[src/rtl/rom_arbiter_if.sv]
// Request/response bundle shared by the fetch/LSU requesters and the fake memory.
// Requester-facing modports are seen from the arbiter; unit modports drive the memory.
interface rom_inf;
    logic        en;
    logic [31:0] addr;
    logic [31:0] data;
    logic [2:0]  byte_num;
    logic        done;

    modport rom_read   (input en, addr, byte_num, output data, done);
    modport rom_write  (input en, addr, data, byte_num, output done);
    modport unit_read  (output en, addr, byte_num, input data, done);
    modport unit_write (output en, addr, data, byte_num, input done);
endinterface

[src/rtl/rom_arbiter.sv]
// Round-robin sequencer sharing one single-port memory between fetch read,
// load read and store write; one access in flight, fixed read latency.
module rom_arbiter #(
    parameter int MEM_LAT = 1
) (
    input  logic       clk,
    input  logic       rst,
    rom_inf.rom_read   if_rd,
    rom_inf.rom_read   ls_rd,
    rom_inf.rom_write  ls_wr,
    rom_inf.unit_read  mem_rd,
    rom_inf.unit_write mem_wr,
    output logic       err
);
    typedef enum logic [1:0] {IDLE, ISSUE, WAIT, DONE} state_t;
    localparam logic [1:0] G_IF = 2'd0, G_LR = 2'd1, G_LW = 2'd2;

    state_t      state, state_nx;
    logic [1:0]  ptr, gnt, pick, idx;
    logic [2:0]  req, sum;
    logic        any, legal;
    logic [3:0]  cnt;
    logic [31:0] r_addr, r_data, if_data, ls_data, fmt;
    logic [2:0]  r_bn;
    logic        unused_done;

    assign req         = {ls_wr.en, ls_rd.en, if_rd.en};
    assign unused_done = mem_rd.done ^ mem_wr.done;

    // Scan from the highest offset down so the requester nearest the pointer wins.
    always_comb begin
        any  = 1'b0;
        pick = ptr;
        sum  = '0;
        idx  = '0;
        for (int i = 2; i >= 0; i--) begin
            sum = {1'b0, ptr} + 3'(i);
            if (sum >= 3'd3) sum = sum - 3'd3;
            idx = sum[1:0];
            if (req[idx]) begin
                any  = 1'b1;
                pick = idx;
            end
        end
    end

    assign legal = (r_bn == 3'd1) || (r_bn == 3'd2) || (r_bn == 3'd4);

    always_comb begin
        case (r_bn)
            3'd1:    fmt = {24'b0, mem_rd.data[7:0]};
            3'd2:    fmt = {16'b0, mem_rd.data[15:0]};
            3'd4:    fmt = mem_rd.data;
            default: fmt = '0;
        endcase
    end

    always_comb begin
        state_nx   = state;
        mem_rd.en  = 1'b0;
        mem_wr.en  = 1'b0;
        if_rd.done = 1'b0;
        ls_rd.done = 1'b0;
        ls_wr.done = 1'b0;
        err        = 1'b0;
        case (state)
            IDLE:  if (any) state_nx = ISSUE;
            ISSUE: begin
                mem_rd.en = legal && (gnt != G_LW);
                mem_wr.en = legal && (gnt == G_LW);
                state_nx  = WAIT;
            end
            WAIT:  if (cnt <= 4'd1) state_nx = DONE;
            DONE: begin
                if_rd.done = (gnt == G_IF);
                ls_rd.done = (gnt == G_LR);
                ls_wr.done = (gnt == G_LW);
                err        = !legal;
                state_nx   = IDLE;
            end
            default: state_nx = IDLE;
        endcase
    end

    always_ff @(posedge clk or negedge rst) begin
        if (!rst) begin
            state   <= IDLE;
            ptr     <= G_IF;
            gnt     <= G_IF;
            cnt     <= '0;
            r_addr  <= '0;
            r_data  <= '0;
            r_bn    <= '0;
            if_data <= '0;
            ls_data <= '0;
        end else begin
            state <= state_nx;
            case (state)
                IDLE: if (any) begin
                    gnt <= pick;
                    ptr <= (pick == G_LW) ? G_IF : pick + 2'd1;
                    case (pick)
                        G_IF: begin
                            r_addr <= if_rd.addr;
                            r_bn   <= if_rd.byte_num;
                        end
                        G_LR: begin
                            r_addr <= ls_rd.addr;
                            r_bn   <= ls_rd.byte_num;
                        end
                        default: begin
                            r_addr <= ls_wr.addr;
                            r_data <= ls_wr.data;
                            r_bn   <= ls_wr.byte_num;
                        end
                    endcase
                end
                ISSUE: cnt <= 4'(MEM_LAT);
                WAIT: begin
                    cnt <= cnt - 4'd1;
                    // fmt is zero for illegal sizes, so the error reply carries data 0.
                    if (cnt <= 4'd1) begin
                        if (gnt == G_IF)      if_data <= fmt;
                        else if (gnt == G_LR) ls_data <= fmt;
                    end
                end
                default: ;
            endcase
        end
    end

    assign if_rd.data      = if_data;
    assign ls_rd.data      = ls_data;
    assign mem_rd.addr     = r_addr;
    assign mem_rd.byte_num = r_bn;
    assign mem_wr.addr     = r_addr;
    assign mem_wr.data     = r_data;
    assign mem_wr.byte_num = r_bn;
endmodule

[src/flat_wrapper.sv]
// flat-port wrapper written by rule: the top's interface ports become plain ports
module rom_arbiter_flat 
#(
    parameter int MEM_LAT = 1
)
  (clk, rst, err, if_rd_en, if_rd_addr, if_rd_byte_num, if_rd_data, if_rd_done, ls_rd_en, ls_rd_addr, ls_rd_byte_num, ls_rd_data, ls_rd_done, ls_wr_en, ls_wr_addr, ls_wr_data, ls_wr_byte_num, ls_wr_done, mem_rd_en, mem_rd_addr, mem_rd_byte_num, mem_rd_data, mem_rd_done, mem_wr_en, mem_wr_addr, mem_wr_data, mem_wr_byte_num, mem_wr_done);
  rom_inf if_rd_i ();
  rom_inf ls_rd_i ();
  rom_inf ls_wr_i ();
  rom_inf mem_rd_i ();
  rom_inf mem_wr_i ();
  input  logic clk;
  input  logic rst;
  output logic err;
  input wire logic [$bits(if_rd_i.en)-1:0] if_rd_en;
  input wire logic [$bits(if_rd_i.addr)-1:0] if_rd_addr;
  input wire logic [$bits(if_rd_i.byte_num)-1:0] if_rd_byte_num;
  output wire logic [$bits(if_rd_i.data)-1:0] if_rd_data;
  output wire logic [$bits(if_rd_i.done)-1:0] if_rd_done;
  input wire logic [$bits(ls_rd_i.en)-1:0] ls_rd_en;
  input wire logic [$bits(ls_rd_i.addr)-1:0] ls_rd_addr;
  input wire logic [$bits(ls_rd_i.byte_num)-1:0] ls_rd_byte_num;
  output wire logic [$bits(ls_rd_i.data)-1:0] ls_rd_data;
  output wire logic [$bits(ls_rd_i.done)-1:0] ls_rd_done;
  input wire logic [$bits(ls_wr_i.en)-1:0] ls_wr_en;
  input wire logic [$bits(ls_wr_i.addr)-1:0] ls_wr_addr;
  input wire logic [$bits(ls_wr_i.data)-1:0] ls_wr_data;
  input wire logic [$bits(ls_wr_i.byte_num)-1:0] ls_wr_byte_num;
  output wire logic [$bits(ls_wr_i.done)-1:0] ls_wr_done;
  output wire logic [$bits(mem_rd_i.en)-1:0] mem_rd_en;
  output wire logic [$bits(mem_rd_i.addr)-1:0] mem_rd_addr;
  output wire logic [$bits(mem_rd_i.byte_num)-1:0] mem_rd_byte_num;
  input wire logic [$bits(mem_rd_i.data)-1:0] mem_rd_data;
  input wire logic [$bits(mem_rd_i.done)-1:0] mem_rd_done;
  output wire logic [$bits(mem_wr_i.en)-1:0] mem_wr_en;
  output wire logic [$bits(mem_wr_i.addr)-1:0] mem_wr_addr;
  output wire logic [$bits(mem_wr_i.data)-1:0] mem_wr_data;
  output wire logic [$bits(mem_wr_i.byte_num)-1:0] mem_wr_byte_num;
  input wire logic [$bits(mem_wr_i.done)-1:0] mem_wr_done;
  assign if_rd_i.en = if_rd_en;
  assign if_rd_i.addr = if_rd_addr;
  assign if_rd_i.byte_num = if_rd_byte_num;
  assign if_rd_data = if_rd_i.data;
  assign if_rd_done = if_rd_i.done;
  assign ls_rd_i.en = ls_rd_en;
  assign ls_rd_i.addr = ls_rd_addr;
  assign ls_rd_i.byte_num = ls_rd_byte_num;
  assign ls_rd_data = ls_rd_i.data;
  assign ls_rd_done = ls_rd_i.done;
  assign ls_wr_i.en = ls_wr_en;
  assign ls_wr_i.addr = ls_wr_addr;
  assign ls_wr_i.data = ls_wr_data;
  assign ls_wr_i.byte_num = ls_wr_byte_num;
  assign ls_wr_done = ls_wr_i.done;
  assign mem_rd_en = mem_rd_i.en;
  assign mem_rd_addr = mem_rd_i.addr;
  assign mem_rd_byte_num = mem_rd_i.byte_num;
  assign mem_rd_i.data = mem_rd_data;
  assign mem_rd_i.done = mem_rd_done;
  assign mem_wr_en = mem_wr_i.en;
  assign mem_wr_addr = mem_wr_i.addr;
  assign mem_wr_data = mem_wr_i.data;
  assign mem_wr_byte_num = mem_wr_i.byte_num;
  assign mem_wr_i.done = mem_wr_done;
  rom_arbiter #(.MEM_LAT(MEM_LAT)) u_core (.clk(clk), .rst(rst), .if_rd(if_rd_i), .ls_rd(ls_rd_i), .ls_wr(ls_wr_i), .mem_rd(mem_rd_i), .mem_wr(mem_wr_i), .err(err));
endmodule
[config.mk]
export PLATFORM = sky130hd
export DESIGN_NAME = rom_arbiter_flat
export DESIGN_NICKNAME = d
export VERILOG_FILES = /design/src/rtl/rom_arbiter_if.sv /design/src/rtl/rom_arbiter.sv /design/src/flat_wrapper.sv
export SDC_FILE = /design/constraint.sdc
export NUM_CORES = 1
export LEC_CHECK = 0
export CAP_MARGIN = 20
export CELL_PAD_IN_SITES_DETAIL_PLACEMENT = 0
export CELL_PAD_IN_SITES_GLOBAL_PLACEMENT = 1
export CORE_UTILIZATION = 29
export DETAILED_ROUTE_END_ITERATION = 10
export MAX_ROUTING_LAYER = met4
export PLACE_DENSITY_LB_ADDON = 0.1
export SYNTH_ARGS = -nofsm -noshare
export SYNTH_HDL_FRONTEND = slang
export SYNTH_SLANG_ARGS = --single-unit
[constraint.sdc]
create_clock -name clk -period 3 [get_ports clk]
set_clock_uncertainty 0.05 [all_clocks]
set_input_delay 0.75 -clock clk [delete_from_list [all_inputs] [get_ports clk]]
set_output_delay 0.75 -clock clk [all_outputs]
set_load 0.05 [all_outputs]
==> impl_summary.txt, run 1 <==
----------------------------------------------------
[Worst hold path]
  Classification of the worst-slack hold path ... primary input to asynchronous set/reset pin

[Synth]
  Avg Cell Area, Syn ... 10.3 sq um
  Number of distinct library cell variants in the gate-level netlist after synthesis ... 44
  Post-synth EDFFs ... 0
  Number of synthesized register bits ... 141
  Sequential element share of the synthesized area ... 53.3%
  Synthesized area ... 6620 sq um
  Post-synth top flop ... sky130_fd_sc_hd__dfrtp_1
  Synthesis warning total ... 0
  Async set-or-reset flop fraction in the synthesized netlist ... 100%
  Number of instances in the synthesized netlist ... 642
  Post-Syn Nets ... 827

[Detailed routing]
  Count of antenna-violating nets left after detailed routing ... 0
  First-pass iteration count of the detailed router ... 4
  Number of vias in the routed layout ... 5975
  Average vias per placed instance ... 4.75
  Post-detailed-route DRC marker count ... 0
  Total wirelength of the detailed-routed design ... 22100 um
  Initial detailed-routing violation count ... 173
  Detailed-route wire length per cell ... 17.6 um

[Timing]
  Final Max Slew Viols ... 0
  Tmin final ... 2.86 ns
  Final setup margin ... 0.137 ns
  Share of the clock period used by the worst path ... 95.4%
  Rel. slew slack ... 59.9%
  Total negative setup slack ... 0 ns
  Count of endpoints failing setup in the final report ... 0
  Hold violation count in the final report ... 0
  Worst Tran Pin Value ... 0.599 ns
  Timing-limited maximum frequency ... 0.349 GHz
  RSZ-0062 raised after global routing ... false

[Critical path]
  Required time at the endpoint of the critical path ... 2.20 ns
  Worst Setup Path Type ... flop to primary output
  Type of element capturing the critical path ... primary output
  Critical path fanouts, max ... 4
  Startpoint type of the worst setup path ... flop
  Worst endpoint data arrival time ... 2.06 ns

[Cells and area]
  N_diodes ... 0
  Multi-input logic area ... 2500 sq um
  Area overhead of the layout relative to synthesis ... 66.5%
  Layout cells sized above 1 ... 10.1%
  Number of nets in the finished design ... 1150
  Fillers ... 1992
  Number of cells in the finished layout apart from fillers ... 1258
  Total area of sequential cells ... 3530 sq um
  End-of-flow core utilization ... 49.9%

[Floorplan]
  Area of the core ... 22100 sq um
  Num ports ... 348
  Full die area ... 23400 sq um
  Die width ... 153 um
  Vertical die dimension ... 153 um
  Number of rows created at floorplan ... 54
  Starting density of the core ... 30.0%

[Global route]
  Maximum number of pins on one net before global-route repair ... 65
  Number of antenna violations at the first check in global routing ... 0
  First-pass GRT wire length ... 34700 um
  All-Layer GR Usage ... 19.7%
  Via count of the first global-routing pass ... 6263
  Remaining Overflow, GRT ... 0

[Power and ir drop]
  Overall power consumption ... 15.3 mW
  Net switching power ... 7.84 mW
  Proportion of total power due to net switching ... 51.1%
  P_leak ... 4.71 nW
  Power share of the clock group ... 13.9%
  Peak supply drop ... 0.000631 V
  Power density over cell area ... 1390 nW/um^2
  Internal Dissipation ... 7.51 mW
  Combinational power share ... 64.2%
  Power share of the sequential group ... 21.9%

[Clocking]
  Clk buf depth ... 2
  Clock tree root buffer cell ... sky130_fd_sc_hd__clkbuf_16
  Latest clock arrival within the worst-skew pair ... 0.41 ns
  Clock-pin slew on the worst setup and hold paths ... 0.06 ns
  Cts bufs inserted ... 17
  Clock tree from TritonCTS ... yes
  Cts hold-fix bufs ... 0
  Sinks on Clock Net ... 141
  # H-tree levels ... 4

[Placement]
  DP Cell Count ... 1225
  Number of port buffers ... 345
  Placer's final routability congestion estimate ... 0.823
  Placement-stage worst setup slack ... -0.153 ns
  Detailed-placement wirelength estimate ... 16800 um

[Status]
  Outcome ... complete, no violations

[Job]
  Max Cap Viol ... 0

----------------------------------------------------
flip-flops by register name, indices dropped and copies added (netlist names):
| name | cells |
|---|---|
| u_core.mem_wr.data | 32 |
| u_core.mem_rd.byte_num | 3 |
| u_core.cnt | 4 |
| u_core.mem_rd.addr | 32 |
| u_core.gnt | 2 |
| u_core.ls_rd.data | 32 |
| u_core.ptr | 2 |
| u_core.state | 2 |
| u_core.if_rd.data | 32 |
final timing paths:
kind,start,end,slack (ns),cells past startpoint
worst min register to register,u_core.if_rd.data[23],u_core.if_rd.data[23],0.43,2
worst max-delay path,u_core.state[0],if_rd_done,0.14,4
min in group clk,u_core.if_rd.data[23],u_core.if_rd.data[23],0.43,2
worst min-delay path,rst,u_core.ls_rd.data[23],0.25,1
worst max register to register,u_core.ptr[0],u_core.mem_rd.addr[3],0.29,10
max in group asynchronous,rst,u_core.ls_rd.data[19],1.88,2
synth_stat cells (all sizes together) (2+ instances only):
library cell	instances	share of area (%)
dfrtp	141	53
nand2	139	7.9
o21ai	73	5.5
buf	52	5.5
inv	49	2.8
mux2	36	6.1
a22oi	35	4.0
o221ai	35	6.5
clkbuf	24	1.4
ha	9	1.7
nand3	4	0.30
nor3	3	0.23
or2	3	0.28
a21boi	2	0.23
a31oi	2	0.19
a32o	2	0.30
nand2b	2	0.19
nand3b	2	0.23
nor2	2	0.11
nor2b	2	0.19
nor3b	2	0.23
o211ai	2	0.23
o21a	2	0.23
o21bai	2	0.28
or4	2	0.23
xnor2	2	0.26
critical path, cell delays in order (launching register included):
cell and delay, ns:
sky130_fd_sc_hd__dfrtp_1 0.39, sky130_fd_sc_hd__ha_1 0.19, sky130_fd_sc_hd__inv_1 0.07, sky130_fd_sc_hd__nor3_1 0.14, sky130_fd_sc_hd__clkdlybuf4s50_1 0.87
cell usage in the layout, fill, tap and decap left out, types with 3 or more instances in the layout:
| master | n |
|---|---|
| sky130_fd_sc_hd__o221ai_2 | 20 |
| sky130_fd_sc_hd__ha_1 | 9 |
| sky130_fd_sc_hd__clkdlybuf4s50_1 | 340 |
| sky130_fd_sc_hd__inv_1 | 49 |
| sky130_fd_sc_hd__nor3_1 | 3 |
| sky130_fd_sc_hd__mux2_1 | 35 |
| sky130_fd_sc_hd__o221ai_1 | 15 |
| sky130_fd_sc_hd__nand2_1 | 139 |
| sky130_fd_sc_hd__clkbuf_16 | 17 |
| sky130_fd_sc_hd__buf_12 | 13 |
| sky130_fd_sc_hd__clkinvlp_4 | 4 |
| sky130_fd_sc_hd__nand3_1 | 4 |
| sky130_fd_sc_hd__a22oi_1 | 35 |
| sky130_fd_sc_hd__dfrtp_1 | 141 |
| sky130_fd_sc_hd__o21ai_0 | 73 |
| sky130_fd_sc_hd__inv_6 | 5 |
| sky130_fd_sc_hd__buf_4 | 25 |
logic make-up (layout without fill, tap and decap cells):
group                    count (synthesis)  after routing  share of synthesized area [%]
AND/OR/NAND/NOR                        163            163                           10.1
buffers and inverters                  125            461                           9.66
adder cells (fa/ha/maj)                  9              9                           1.70
XOR/XNOR                                 2              2                          0.265
AO/OA/AOI/OAI                          165            165                           18.7
multiplexers                            37             37                           6.28
flip-flops                             141            141                           53.3
area by class of cell:
type                       instances  area share, %
multi-input combinational        376           22.6
clock inverter                    14           1.44
sequential                       141           32.0
inverter                          49           1.67
timing repair buffer             380           35.2
clock buffer                      18           3.89
tap                              280           3.18
power by group through the flow:
stage | clock [mW] | combinational (mW) | sequential (mW)
after global placement | 0 | 9.78 | 3.36
after CTS | 2.19 | 9.93 | 3.39
after floorplan | 0 | 3.82 | 6.00
after global routing | 2.28 | 10.4 | 3.49
final | 2.13 | 9.85 | 3.37
after detailed placement | 0 | 9.91 | 3.41
metrics by stage:
step | cell area (sq um) | hold slack [ns]
2_1_floorplan | 6640 | 0.404
6_report | 11000 | 0.249
4_1_cts | 11000 | 0.265
3_5_place_dp | 10400 | 0.422
5_1_grt | 11000 | 0.272
3_3_place_gp | 10400 | 0.411
routing by layer:
| layer | GRT usage, % | vias up | share of wire (%) |
|---|---|---|---|
| met2 | 34.2 | 236 | 52 |
| met5 | - | - | 0 |
| met4 | 5.53 | 0 | 1.3 |
| li1 | - | 2829 | - |
| met1 | 22.6 | 2891 | 41 |
| met3 | 4.62 | 19 | 6.2 |
what timing repair did:
item,in CTS,in global routing
gates resized for setup,0,1
setup endpoints to repair,0,14
buffers inserted,0,1
(Power assumes the default switching activity.)
==> run 2: changes to the inputs <==
- GPL_ROUTABILITY_DRIVEN: unset -> 1
==> results of run 2 <==
The final DEF is identical to that of run 1; final timing and power are the same.
